`config.mk`:
```
export PLATFORM = sky130hd
export DESIGN_NAME = bp_cfg_loader
export DESIGN_NICKNAME = d
export VERILOG_FILES = /design/src/rtl/bp_cfg_loader.sv
export SDC_FILE = /design/constraint.sdc
export NUM_CORES = 1
export LEC_CHECK = 0
export BUFFER_PORTS_ARGS = -buffer_cell sky130_fd_sc_hd__buf_2
export CAP_MARGIN = 20
export CORE_MARGIN = 2
export CORE_UTILIZATION = 40
export DETAILED_ROUTE_END_ITERATION = 6
export HOLD_SLACK_MARGIN = 0.08
export PLACE_DENSITY = 0.7
export SLEW_MARGIN = 20
export SYNTH_ARGS = -nofsm -noshare
export SYNTH_HDL_FRONTEND = slang
export SYNTH_SLANG_ARGS = --single-unit
export TNS_END_PERCENT = 20
```
`constraint.sdc`:
```
create_clock -name clk_i -period 1.7 [get_ports clk_i]
set_clock_uncertainty 0.05 [all_clocks]
set_input_delay 0.34 -clock clk_i [delete_from_list [all_inputs] [get_ports clk_i]]
set_output_delay 0.34 -clock clk_i [all_outputs]
set_load 0.01 [all_outputs]
```
`src/rtl/bp_cfg_loader.sv`:
```
// bp_cfg_loader: boot-time configuration sequencer.
// For each core it writes freeze=1, core_id, icache_mode and cce_mode.
// It then unfreezes every core in order and raises done_o.
// There is only ever one transaction outstanding on the config link.
// Optional feature macro: BP_CFG_LOADER_READBACK_EN. When it is defined, every
// write is followed by a read of the same register, and a mismatch sets error_o.
module bp_cfg_loader #(
    parameter int num_core_p       = 1,
    parameter int cfg_addr_width_p = 16,
    parameter int cfg_data_width_p = 32,
    parameter int icache_mode_p    = 1,
    parameter int cce_mode_p       = 0,
    localparam int core_w_lp       = (num_core_p > 1) ? $clog2(num_core_p) : 1
) (
    input  logic                        clk_i,
    input  logic                        reset_i,
    output logic                        cmd_v_o,
    input  logic                        cmd_ready_i,
    output logic [core_w_lp-1:0]        cmd_core_o,
    output logic [cfg_addr_width_p-1:0] cmd_addr_o,
    output logic [cfg_data_width_p-1:0] cmd_data_o,
    output logic                        cmd_we_o,
    input  logic                        resp_v_i,
    input  logic [cfg_data_width_p-1:0] resp_data_i,
    output logic                        resp_ready_o,
    output logic                        done_o,
    output logic                        error_o
);

    typedef enum logic [2:0] {
        S_RESET, S_SEND, S_WAIT, S_DONE
`ifdef BP_CFG_LOADER_READBACK_EN
        , S_RSEND, S_RWAIT
`endif
    } state_e;

    state_e                 state_q;
    logic [core_w_lp-1:0]   core_q, nxt_core;
    logic [1:0]             step_q, nxt_step;
    logic                   pass2_q, nxt_pass2;
    logic                   last_core, last_tx, adv, in_wait;

    // Register address for a (pass, step) position; pass 2 only touches freeze.
    function automatic logic [cfg_addr_width_p-1:0] step_addr(input logic p2, input logic [1:0] s);
        return p2 ? '0 : cfg_addr_width_p'(s);
    endfunction

    // Write data for a (pass, core, step) position.
    function automatic logic [cfg_data_width_p-1:0] step_data(input logic p2,
                                                               input logic [core_w_lp-1:0] c,
                                                               input logic [1:0] s);
        if (p2) return '0;
        case (s)
            2'd0:    return cfg_data_width_p'(1);
            2'd1:    return cfg_data_width_p'(c);
            2'd2:    return cfg_data_width_p'(icache_mode_p);
            default: return cfg_data_width_p'(cce_mode_p);
        endcase
    endfunction

    assign last_core = (core_q == core_w_lp'(num_core_p - 1));
    assign last_tx   = pass2_q && last_core;

`ifdef BP_CFG_LOADER_READBACK_EN
    logic we_q, err_q;
    assign cmd_we_o = we_q;
    assign error_o  = err_q;
    assign in_wait  = (state_q == S_WAIT) || (state_q == S_RWAIT);
    assign adv      = (state_q == S_RWAIT) && resp_v_i;
`else
    logic unused_resp_data;
    assign unused_resp_data = ^resp_data_i;
    assign cmd_we_o = 1'b1;
    assign error_o  = 1'b0;
    assign in_wait  = (state_q == S_WAIT);
    assign adv      = (state_q == S_WAIT) && resp_v_i;
`endif

    // Next position in the write sequence: steps 0..3 per core in pass 1, then one unfreeze per core.
    always_comb begin
        nxt_core  = core_q;
        nxt_step  = step_q;
        nxt_pass2 = pass2_q;
        if (!pass2_q) begin
            if (step_q == 2'd3) begin
                nxt_step = 2'd0;
                if (last_core) begin
                    nxt_core  = '0;
                    nxt_pass2 = 1'b1;
                end else begin
                    nxt_core = core_q + core_w_lp'(1);
                end
            end else begin
                nxt_step = step_q + 2'd1;
            end
        end else begin
            nxt_core = core_q + core_w_lp'(1);
        end
    end

    // Sequencer FSM; every output is registered.
    always_ff @(posedge clk_i) begin
        if (reset_i) begin
            state_q      <= S_RESET;
            core_q       <= '0;
            step_q       <= '0;
            pass2_q      <= 1'b0;
            cmd_v_o      <= 1'b0;
            cmd_core_o   <= '0;
            cmd_addr_o   <= '0;
            cmd_data_o   <= '0;
            resp_ready_o <= 1'b0;
            done_o       <= 1'b0;
`ifdef BP_CFG_LOADER_READBACK_EN
            we_q         <= 1'b0;
            err_q        <= 1'b0;
`endif
        end else begin
            case (state_q)
                S_RESET: begin
                    state_q    <= S_SEND;
                    cmd_v_o    <= 1'b1;
                    cmd_core_o <= core_q;
                    cmd_addr_o <= step_addr(pass2_q, step_q);
                    cmd_data_o <= step_data(pass2_q, core_q, step_q);
`ifdef BP_CFG_LOADER_READBACK_EN
                    we_q       <= 1'b1;
`endif
                end
                S_SEND: begin
                    if (cmd_ready_i) begin
                        cmd_v_o      <= 1'b0;
                        resp_ready_o <= 1'b1;
                        state_q      <= S_WAIT;
                    end
                end
`ifdef BP_CFG_LOADER_READBACK_EN
                S_WAIT: begin
                    if (resp_v_i) begin
                        resp_ready_o <= 1'b0;
                        cmd_v_o      <= 1'b1;
                        we_q         <= 1'b0;
                        state_q      <= S_RSEND;
                    end
                end
                S_RSEND: begin
                    if (cmd_ready_i) begin
                        cmd_v_o      <= 1'b0;
                        resp_ready_o <= 1'b1;
                        state_q      <= S_RWAIT;
                    end
                end
                S_RWAIT: begin
                    // cmd_data_o still holds the value written; compare it to the readback.
                    if (resp_v_i && (resp_data_i != cmd_data_o)) err_q <= 1'b1;
                end
`endif
                default: ;
            endcase

            // A write (or readback) completes: move to the next write or finish.
            if (adv) begin
                resp_ready_o <= 1'b0;
                if (last_tx) begin
                    state_q <= S_DONE;
                    done_o  <= 1'b1;
                end else begin
                    state_q    <= S_SEND;
                    cmd_v_o    <= 1'b1;
                    core_q     <= nxt_core;
                    step_q     <= nxt_step;
                    pass2_q    <= nxt_pass2;
                    cmd_core_o <= nxt_core;
                    cmd_addr_o <= step_addr(nxt_pass2, nxt_step);
                    cmd_data_o <= step_data(nxt_pass2, nxt_core, nxt_step);
`ifdef BP_CFG_LOADER_READBACK_EN
                    we_q       <= 1'b1;
`endif
                end
            end
        end
    end

`ifndef SYNTHESIS
    a_cmd_hold: assert property (@(posedge clk_i) disable iff (reset_i)
        (cmd_v_o && !cmd_ready_i) |=> cmd_v_o);
    a_resp_in_wait: assert property (@(posedge clk_i) disable iff (reset_i)
        resp_v_i |-> in_wait)
        else $warning("bp_cfg_loader: response beat outside a wait state ignored");
    a_num_core: assert property (@(posedge clk_i) num_core_p >= 1);
`endif

endmodule

```
Yosys cells after proc, flatten, opt, wreduce, memory -nomap -nowiden
Cells that the tools add are included.
{"block": "op_classes", "bitwise": 2, "n_eq_ne": 8, "reduce_logical": 13, "mux": 40, "n_addsub": 2}
{"cell": "two-way mux 32 bit", "count": 7}
{"cell": "two-way mux 16 bit", "count": 3}
{"cell": "two-way mux 1 bit", "count": 19}
{"cell": "two-way mux 2 bit", "count": 5}
{"cell": "AND reduction 2 bit", "count": 4}
{"cell": "equality test 2 bit (second input constant)", "count": 3}
{"cell": "two-way mux 3 bit", "count": 2}
{"cell": "one-hot mux 1 bit (2 select lines)", "count": 3}
{"cell": "one-hot mux 3 bit (2 select lines)", "count": 1}
{"cell": "OR reduction 2 bit", "count": 3}
{"cell": "equality test 2 x 1 -> 1 bit (second input constant)", "count": 2}
{"cell": "zero test 2 bit", "count": 2}
{"cell": "equality test 3 x 1 -> 1 bit (second input constant)", "count": 1}
{"cell": "equality test 3 x 2 -> 1 bit (second input constant)", "count": 1}
{"cell": "zero test 3 bit", "count": 1}
{"cell": "!= test 3 bit (second input constant)", "count": 1}
{"cell": "nonzero test 3 bit", "count": 1}
{"cell": "adder 2 x 1 -> 2 bit (second input constant)", "count": 1}
{"cell": "logical AND 1 bit", "count": 2}
{"cell": "inverter 1 bit", "count": 2}
{"cell": "adder 1 bit (second input constant)", "count": 1}
{"block": "word_totals", "register_bits": 59, "output_inout_bits": 54, "elab_cells": 75}

Logic depth before layout (Yosys ltp)
Gate-level depths: netlist of run 1.
{"block": "logic_depth", "depth_word": 10, "ltp_mapped": 5}

Least setup slack after synthesis of run 1
No wires, ideal clock.
{"block": "synth_timing", "path_type": "flip-flop to flip-flop", "from": "register step_q[0]", "to": "register cmd_data_o[0]", "path_slack_ns": 0.399, "n_path_buf": 0, "period_less_slack_ns": 1.301, "t_arrival_ns": 1.124, "stages_incl_launch_ff": 6, "setup_ns": 0.127, "path_cell_list": "dfxtp_1 inv_1 ha_1 a211o_1 a22oi_1 o32ai_1"}
{"block": "synth_between", "elab_chain_cells": 10}
{"item": "start: declaration", "line_no": "39", "source": "logic [1:0] step_q, nxt_step;"}
{"item": "start signal: assignment", "line_no": "171", "source": "step_q <= nxt_step;"}
{"item": "branches (longest 9 deep; another with adder 2 x 1 -> 2 bit)"}
{"item": "two-way mux 32 bit *", "line_no": "162", "source": "if (adv) begin"}
{"item": "end signal: assignment", "line_no": "125", "source": "cmd_data_o <= step_data(pass2_q, core_q, step_q);"}
{"item": "end signal: assignment", "line_no": "175", "source": "cmd_data_o <= step_data(nxt_pass2, nxt_core, nxt_step);"}
{"item": "end: declaration", "line_no": "21", "source": "output logic [cfg_data_width_p-1:0] cmd_data_o,"}
Mark *: on every way between the ends. The select of a mux whose other input is x is not followed.
A chain may end at the register's enable or synchronous reset.

Final worst setup path of run 1
{"block": "layout_timing", "from": "register pass2_q", "to": "register cmd_addr_o[0]"}
{"block": "layout_between", "elab_chain_cells": 4}
{"item": "start: declaration", "line_no": "40", "source": "logic pass2_q, nxt_pass2;"}
{"item": "start signal: assignment", "line_no": "172", "source": "pass2_q <= nxt_pass2;"}
{"item": "two-way mux 2 bit (tied with other cells)", "line_no": "84", "source": "if (!pass2_q) begin"}
{"item": "two-way mux 2 bit or two-way mux 16 bit (tied branches)", "line_no": "45, 119"}
{"item": "two-way mux 16 bit", "line_no": "164", "source": "if (last_tx) begin"}
{"item": "two-way mux 16 bit *", "line_no": "162"}
{"item": "end signal: assignment", "line_no": "124", "source": "cmd_addr_o <= step_addr(pass2_q, step_q);"}
{"item": "end signal: assignment", "line_no": "174", "source": "cmd_addr_o <= step_addr(nxt_pass2, nxt_step);"}
{"item": "end: declaration", "line_no": "20", "source": "output logic [cfg_addr_width_p-1:0] cmd_addr_o,"}
Mark *: on every way between the ends. The rest lies on a longest branch, timed or not.

==> flow_summary.ini, run 1 <==
[outcome]
status = finished clean

[sta]
holdWs_ns = 0.2674
final-max-slew-violation-count = 0
final_hold_viol_count = 0
fmaxAchievable_mhz = 696.3
rsz0062_at_grt = no
final_setup_fails = 0
final.period_utilization_pct = 84.48
timing.final.crit_period_ns = 1.436
fin_tns_setup_ns = 0
postLayoutSetupSlackWorst_ns = 0.2638

[clocking]
cts_hold_repair.buffers = 0
postcts_resize_cnt = 0
tritoncts.num_buffers = 9
cts_max_level = 3
clock-sinks = 58
cts_post_setup_buffers_inserted = 0
clkTransAtPathRegs_ns = 0.07
cts_tree = built
clock_insertion_delay_worst_skew_ns = 0.33
ctsRootBufferMaster = clkbuf_8
max-clock-path-buffers = 2

[synthesis]
synth-xor-area-share_pct = 0
compound_gate_fraction_of_synth_area_pct = 10.12
ys_async_sr_fraction_pct = 0
ys_warns = 0
syn_area_per_cell_um2 = 10.89
ys_dominant_reg_cell = dfxtp_1
synth-edff-count = 0
yosysSeqAreaShare_pct = 60.57
synth_cells = 176
syn_nets = 216
post_synth_num_cell_types = 37
syn-cell-area_um2 = 1917
synth_simple_gate_area_share_pct = 22.39
synth_adder_area_share_pct = 2.611
synth_top_family_by_area = simple AND/OR/NAND/NOR gates
muxShareOfSynthArea_pct = 0.5222
ys_ff_latch = 58

[placement]
numPlacedInstances = 279
dp_hpwl_um = 2257
globalplace.congestion = 0.8186
count_of_buffers_inserted_at_the_top_level_ports = 55
dpl-instance-area_um2 = 2248
post-place-ws_ns = 0.2762

[worst_setup_path]
cpMaxStageDelayCell = or3_1
crit_arrival_ns = 1.64
critPathMaxFanout = 8
setup.worst_path.end_class = flip-flop
critical_path.startpoint_type = flip-flop
max_stage_delay_ns = 0.42
required_ns = 1.90
crit_path_cell_trace = nand4bb_1, or3_1, a21oi_1
timing_worst_setup_path_type = reg -> reg

[power]
totalPowerFinal_mw = 2.583
p_int_mw = 1.981
ir_worst_vdd_uv = 507.2
power.clock.fraction_pct = 41.9
p_switching_mw = 0.6021
power.share.combinational_pct = 4.6
leakagePower_nw = 1.153
sw_frac_of_total_pct = 23.31
part_of_the_power_in_registers_pct = 53.6
pwr_density_cell_nw_per_um2 = 1067

[routing]
met3RoutedLength_um = 192
route.vias.total = 1357
wl_per_cell_um = 11.50
route.top_layer_used = met4
drt-initial-drc-count = 54
antenna_left = 0
routedLengthMet1_um = 1652
wl_um = 3392
drt_pre_antenna_iters = 4
route.detailed.drc = 0
met2_wirelength_um = 1438
post_drt_via_cell_ratio = 4.600

[floorplanning]
fp.coreArea_um2 = 4661
floorplan.die.height_um = 73.23
initial_utilization_pct = 41.13
rows = 25
die-width_um = 73.23
die_area_um2 = 5362
ioPinCount = 90

[cells_and_area]
postLayoutCoreUtil_pct = 51.92
layout_commonest_cell = dfxtp_1
instances_no_fill = 295
area_growth_pct = 26.24
final_design_area_no_fill_um2 = 2420
layout-drive-gt1-share_pct = 31.95
commonest_non_fill_non_tap_cells_in_the_layout = dfxtp_1 (58), buf_2 (55), and2_1 (45), clkbuf_8 (10), nor2_1 (9)
n_antenna_cell = 0
num-nets-final = 276
multi_input_area_um2 = 690.7
fillCellCount = 419
layout.area.seq_um2 = 1161

[global_route]
grt_first_pass_wirelength_um = 5437
grt-ovfl-total = 0
grt_antenna_before_repair = 0
grt_util_all_layers_pct = 13.85
first_global_vias = 1166
grt_start_max_net_pins = 46

[min_path]
worst_hold_path_type = in -> reg

[flow_run]
max-cap-violations = 0
==> power groups by stage <==
stage          clock network, mW  registers [mW]  logic [mW]
4_1_cts                     1.12            1.38       0.120
2_1_floorplan                  0            1.42      0.0785
3_5_place_dp                   0            1.41       0.120
5_1_grt                     1.19            1.38       0.133
6_report                    1.08            1.38       0.118
3_3_place_gp                   0            1.41       0.120
==> cell families (layout without fill, tap and decap cells) <==
logic type | Yosys count | after routing
multiplexers | 1 | 1
buffers and inverters | 14 | 79
other | 2 | 2
flip-flops | 58 | 58
AND/OR/NAND/NOR | 70 | 70
AO/OA/AOI/OAI | 27 | 27
adder cells (fa/ha/maj) | 4 | 4
==> cell type report <==
class / count / area share, %
Sequential cell: 58 / 47.98
Multi-Input combinational cell: 104 / 28.54
Timing Repair Buffer: 58 / 12.82
Clock buffer: 11 / 5.843
Tap cell: 54 / 2.792
Clock inverter: 5 / 1.241
Inverter: 5 / 0.7756
==> layer usage <==
| layer | vias up | track usage (%) |
|---|---|---|
| li1 | 695 | - |
| met1 | 612 | 17.10 |
| met2 | 41 | 18.92 |
| met3 | 9 | 5.801 |
| met4 | 0 | 10.49 |
| met5 | - | 0 |
==> critical path, delay by kind of cell, from the launching register on <==
kind / cells / cell delay [ns]
AND/OR/NAND/NOR: 2 / 0.79
flip-flops: 1 / 0.39
AO/OA/AOI/OAI: 1 / 0.14
==> final timing paths <==
kind                  start        endpoint  slack [ns]  depth (start not counted)
min             cmd_ready_i      state_q[1]        0.27                          3
max reg2reg         pass2_q   cmd_addr_o[0]        0.26                          3
max                 pass2_q   cmd_addr_o[0]        0.26                          3
min reg2reg  cmd_data_o[24]  cmd_data_o[24]        0.40                          1
==> synth_stat cells (2+ instances only) <==
master | number | area [um2]
a2bb2oi_1 | 2 | 17.52
clkbuf_1 | 3 | 11.26
nand2_1 | 2 | 7.510
inv_1 | 5 | 18.77
a211o_1 | 2 | 17.52
dfxtp_1 | 58 | 1161
o22ai_1 | 2 | 12.51
a21oi_1 | 8 | 40.04
nor2_1 | 9 | 33.78
buf_4 | 2 | 15.01
and2_1 | 45 | 281.5
nor4b_1 | 2 | 17.52
conb_1 | 2 | 7.510
o21a_1 | 2 | 15.01
nand2b_1 | 2 | 12.51
ha_1 | 4 | 50.05
o21ai_0 | 2 | 10.01
clkbuf_2 | 4 | 20.02
nor2b_1 | 2 | 12.51
==> flip-flops by register name, indices dropped and copies added (netlist names) <==
signal / flops
core_q: 1
cmd_addr_o: 16
cmd_v_o: 1
done_o: 1
resp_ready_o: 1
cmd_core_o: 1
pass2_q: 1
state_q: 2
step_q: 2
cmd_data_o: 32
Note: power is estimated with default switching activity, not from simulation.
==> inputs of run 2 (changes only) <==
- clock period: 1.7 -> 1.35 ns (I/O delays scaled with it)
==> run 2 against run 1 <==
Setup slack worse by 0.26 ns. Via count grew 3.9%. Die area did not move. Clock power is 44% higher. Sequential power increased by 26%. Combinational power up 81%. Global-route usage is 1.2 points higher. First-iteration DRC count fell by 1.9%. Largest cell class unchanged.
==> flow_summary.ini, run 2 (synthesis gave the netlist of run 1 again) <==
[outcome]
status = finished clean

[floorplanning]
fp.coreArea_um2 = 4661
rows = 25
die_area_um2 = 5362
die-width_um = 73.23
initial_utilization_pct = 41.13
ioPinCount = 90
floorplan.die.height_um = 73.23

[placement]
count_of_buffers_inserted_at_the_top_level_ports = 55
dpl-instance-area_um2 = 2338
dp_hpwl_um = 2477
globalplace.congestion = 0.7451

[min_path]
worstHoldEndpoint = state_q[1]
worst_hold_path_type = in -> reg
hp-start = cmd_ready_i
worstHoldPathCells = 3

[clocking]
cts_tree = built
cts_hold_repair.buffers = 0
ctsRootBufferMaster = clkbuf_8
tritoncts.num_buffers = 9
clock_insertion_delay_worst_skew_ns = 0.32
cts_max_level = 3
max-clock-path-buffers = 2
clkTransAtPathRegs_ns = 0.06
clock-sinks = 58

[global_route]
grt_first_pass_wirelength_um = 5975
grt_util_all_layers_pct = 15.05
grt-ovfl-total = 0
first_global_vias = 1338
grt_antenna_before_repair = 0
grt_start_max_net_pins = 22

[routing]
wl_um = 3756
post_drt_via_cell_ratio = 4.519
wl_per_cell_um = 12.04
route.detailed.drc = 0
route.vias.total = 1410
drt-initial-drc-count = 53
drt_pre_antenna_iters = 4
antenna_left = 0

[worst_setup_path]
crit_start = state_q[0]
reg2reg_depth = 5
cpMaxStageDelayCell = dfxtp_2
timing_worst_setup_path_type = reg -> reg
r2r_end = cmd_data_o[5]
r2r_setup_slack_ns = 0.003
crit_path_cell_trace = and3b_4, a211oi_4, buf_6, clkbuf_16, and2_1
crit_arrival_ns = 1.56
worst_r2r_startpoint = state_q[0]
critical_path.startpoint_type = flip-flop
setup.worst_path.end_class = flip-flop
max_stage_delay_ns = 0.34
critPathMaxFanout = 10
required_ns = 1.56

[cells_and_area]
n_antenna_cell = 0
area_growth_pct = 36.68
num-nets-final = 293
layout_commonest_cell = buf_2
layout_top_registers = cmd_data_o x32, cmd_addr_o x16
layout-drive-gt1-share_pct = 39.15
largest_reg_flops = 32
fillCellCount = 419
commonest_non_fill_non_tap_cells_in_the_layout = buf_2 (55), dfxtp_1 (53), and2_1 (43), buf_4 (14), clkbuf_8 (10)
postLayoutCoreUtil_pct = 56.21
largest_register = cmd_data_o
final_design_area_no_fill_um2 = 2620

[sta]
timing.final.crit_period_ns = 1.347
fmaxAchievable_mhz = 742.4
final_hold_viol_count = 0
rsz0062_at_grt = yes
holdWs_ns = 0.1882
final-max-slew-violation-count = 0
final_setup_fails = 0
final.period_utilization_pct = 99.77

[power]
leakagePower_nw = 1.273
ir_worst_vdd_uv = 654.8
pwr_density_cell_nw_per_um2 = 1337

[flow_run]
max-cap-violations = 0
[run 2: critical path: cells and delay by family (launching register included)]
family          cells  cell delay (ns)
compound gates      1             0.27
buf+inv             2             0.30
flops               1             0.34
simple gates        2             0.33
[run 2: per-layer routing]
| layer | global-route usage [%] | up-vias | wire length [um] | share of wire, % |
|---|---|---|---|---|
| met5 | 0 | - | 0 | 0 |
| met4 | 10.70 | 0 | 105 | 2.8 |
| met2 | 22.32 | 51 | 1614 | 43 |
| met3 | 5.249 | 9 | 209 | 5.6 |
| li1 | - | 726 | - | - |
| met1 | 18.02 | 624 | 1827 | 49 |
[run 2: layout make-up]
cell class                 instances  area (um2)  area share (%)
tap                               54       67.56           2.579
clock buffer                      11       141.4           5.396
clock inverter                     5       53.80           2.053
inverter                           5       18.77          0.7163
multi-input combinational        104       700.7           26.74
timing repair buffer              75       470.5           17.96
sequential                        58        1167           44.56
[run 2: worst max-delay path by stage]
stage,end,cells after the start
final,cmd_data_o[5],5
after global routing,cmd_data_o[23],5
after CTS,cmd_addr_o[12],5
after detailed placement,cmd_addr_o[12],4
after global placement,cmd_data_o[18],4
after floorplan,cmd_data_o[0],5
[run 2: report_power, final]
group	total (mW)	switching [mW]	internal, mW
Combinational	0.213	0.106	0.107
Clock	1.55	0.651	0.896
Sequential	1.74	0.0123	1.73
Total	3.50	0.769	2.73
[run 2: metrics by stage]
step           power, mW  std cells  TNS (ns)  setup slack, ns
6_report           3.502        312         0         0.003105
5_1_grt            3.639        312    -1.287         -0.06031
4_1_cts            3.532        312  -0.05286        -0.009245
3_5_place_dp       1.952        291   -0.1112         -0.02137
3_3_place_gp       1.950        291         0         0.001311
2_1_floorplan      1.882        176         0          0.04873
[run 2: repair_timing]
item,CTS,global route
cloned,1,1
gates resized for setup,4,9
setup buffers,4,0
setup endpoints to repair,43,51
pin swaps,1,6
==> inputs of run 3 (changes only) <==
- SETUP_SLACK_MARGIN: unset -> 0.02
==> run 3 against run 2 <==
Combinational power barely moved. Global-route usage did not move. Maximum frequency barely moved. Cell count did not move. Setup slack improved by 0.0010 ns. Sequential share of layout area did not move. Clock power barely moved. Clock-buffer cell count did not move. Die area did not move. Largest cell class unchanged.
==> flow_summary.ini, run 3 (synthesis gave the netlist of run 1 again) <==
[floorplanning]
ioPinCount = 90
floorplan.die.height_um = 73.23
die-width_um = 73.23
rows = 25
initial_utilization_pct = 41.13
die_area_um2 = 5362
fp.coreArea_um2 = 4661

[clocking]
tritoncts.num_buffers = 9
cts_max_level = 3
cts_tree = built
ctsRootBufferMaster = clkbuf_8
clock-sinks = 58
clkTransAtPathRegs_ns = 0.06
max-clock-path-buffers = 2
clock_insertion_delay_worst_skew_ns = 0.32

[worst_setup_path]
max_stage_delay_ns = 0.34
crit_arrival_ns = 1.56
cpMaxStageDelayCell = dfxtp_2
crit_buf_inv = 2
timing_worst_setup_path_type = reg -> reg
critPathMaxFanout = 10
critical_path.startpoint_type = flip-flop
crit_family = flip-flops
setup.worst_path.end_class = flip-flop
crit_path_cell_trace = and3b_4, a211oi_4, buf_6, clkbuf_16, and2_1
required_ns = 1.56

[cells_and_area]
layout-drive-gt1-share_pct = 39.53
largest_reg_flops = 32
layout_top_registers = cmd_data_o x32, cmd_addr_o x16
area_growth_pct = 36.68
commonest_non_fill_non_tap_cells_in_the_layout = buf_2 (55), dfxtp_1 (53), and2_1 (43), buf_4 (14), clkbuf_8 (10)
largest_register = cmd_data_o
layout_commonest_cell = buf_2
num-nets-final = 293
n_antenna_cell = 0

[global_route]
first_global_vias = 1340
grt-ovfl-total = 0
grt_start_max_net_pins = 22
grt_util_all_layers_pct = 15.05
grt_first_pass_wirelength_um = 5975
grt_antenna_before_repair = 0

[routing]
route.vias.total = 1423
wl_um = 3757
drt_pre_antenna_iters = 4
drt-initial-drc-count = 54
antenna_left = 0
wl_per_cell_um = 12.04
post_drt_via_cell_ratio = 4.561
route.detailed.drc = 0

[power]
pwr_density_cell_nw_per_um2 = 1337
p_switching_mw = 0.7693
sw_frac_of_total_pct = 21.97
part_of_the_power_in_registers_pct = 49.7
ir_worst_vdd_uv = 654.4
leakagePower_nw = 1.273
power.clock.fraction_pct = 44.2
totalPowerFinal_mw = 3.502
p_int_mw = 2.733
power.share.combinational_pct = 6.1

[sta]
fin_tns_setup_ns = 0
rsz0062_at_grt = yes
timing.final.crit_period_ns = 1.346
final-max-slew-violation-count = 0
final.period_utilization_pct = 99.69
fmaxAchievable_mhz = 743.0
postLayoutSetupSlackWorst_ns = 0.004133
final_setup_fails = 0
final_hold_viol_count = 0

[outcome]
status = finished clean

[flow_run]
max-cap-violations = 0

[placement]
globalplace.congestion = 0.7451
dp_hpwl_um = 2477
post-place-ws_ns = -0.02137
count_of_buffers_inserted_at_the_top_level_ports = 55

[min_path]
worst_hold_path_type = in -> reg
[run 3: what timing repair did]
item,4_1_cts,5_1_grt
hold buffers,0,0
endpoints found under the setup margin,44,51
cloned,1,1
resized for setup,5,9
setup buffers,4,0
hold endpoints to repair,0,0
pin swaps,2,8
[run 3: final cells by class]
cell class	count	area (um2)
multi-input cells	104	700.7
well taps	54	67.56
fillers	419	2041
flip-flops and latches	58	1167
clock inverters	5	53.80
clock buffers	11	141.4
inverters	5	18.77
repair buffers	75	470.5
[run 3: path summary, 6_finish.rpt]
check | start | to | slack [ns] | cells past startpoint
worst max-delay path | state_q[0] | cmd_data_o[5] | 0.004 | 5
worst min-delay path | cmd_ready_i | state_q[1] | 0.19 | 3
worst max register to register | state_q[0] | cmd_data_o[5] | 0.004 | 5
worst min register to register | cmd_addr_o[15] | cmd_addr_o[15] | 0.40 | 1
[run 3: routing by layer]
metal | part of all wire (%) | vias to the layer above | track usage [%]
met2 | 43 | 50 | 22.32
li1 | - | 727 | -
met4 | 3.0 | 0 | 10.70
met1 | 48 | 637 | 18.02
met3 | 5.9 | 9 | 5.249
met5 | 0 | - | 0
[run 3: metrics by stage]
step                      cell area [um2]  hold WS (ns)  cells  utilization (%)
after floorplan                      1917        0.2928    176                -
after global placement               2338        0.3866    291            50.17
after detailed placement             2338        0.3881    291            50.17
after CTS                            2596        0.1729    312            55.70
after global routing                 2620        0.1944    312            56.21
final                                2620        0.1880    312            56.21
[run 3: power groups by stage]
stage | combinational [mW] | sequential (mW) | clock [mW]
after global placement | 0.171 | 1.78 | 0
after detailed placement | 0.172 | 1.78 | 0
after floorplan | 0.0989 | 1.78 | 0
final | 0.213 | 1.74 | 1.55
after CTS | 0.208 | 1.74 | 1.58
after global routing | 0.235 | 1.74 | 1.66
[run 3: worst register-to-register path: cells and delay by family, from the launching register on]
family	cells	cell delay [ns]
AO/OA/AOI/OAI	1	0.27
buffers and inverters	2	0.30
AND/OR/NAND/NOR	2	0.33
flip-flops	1	0.34
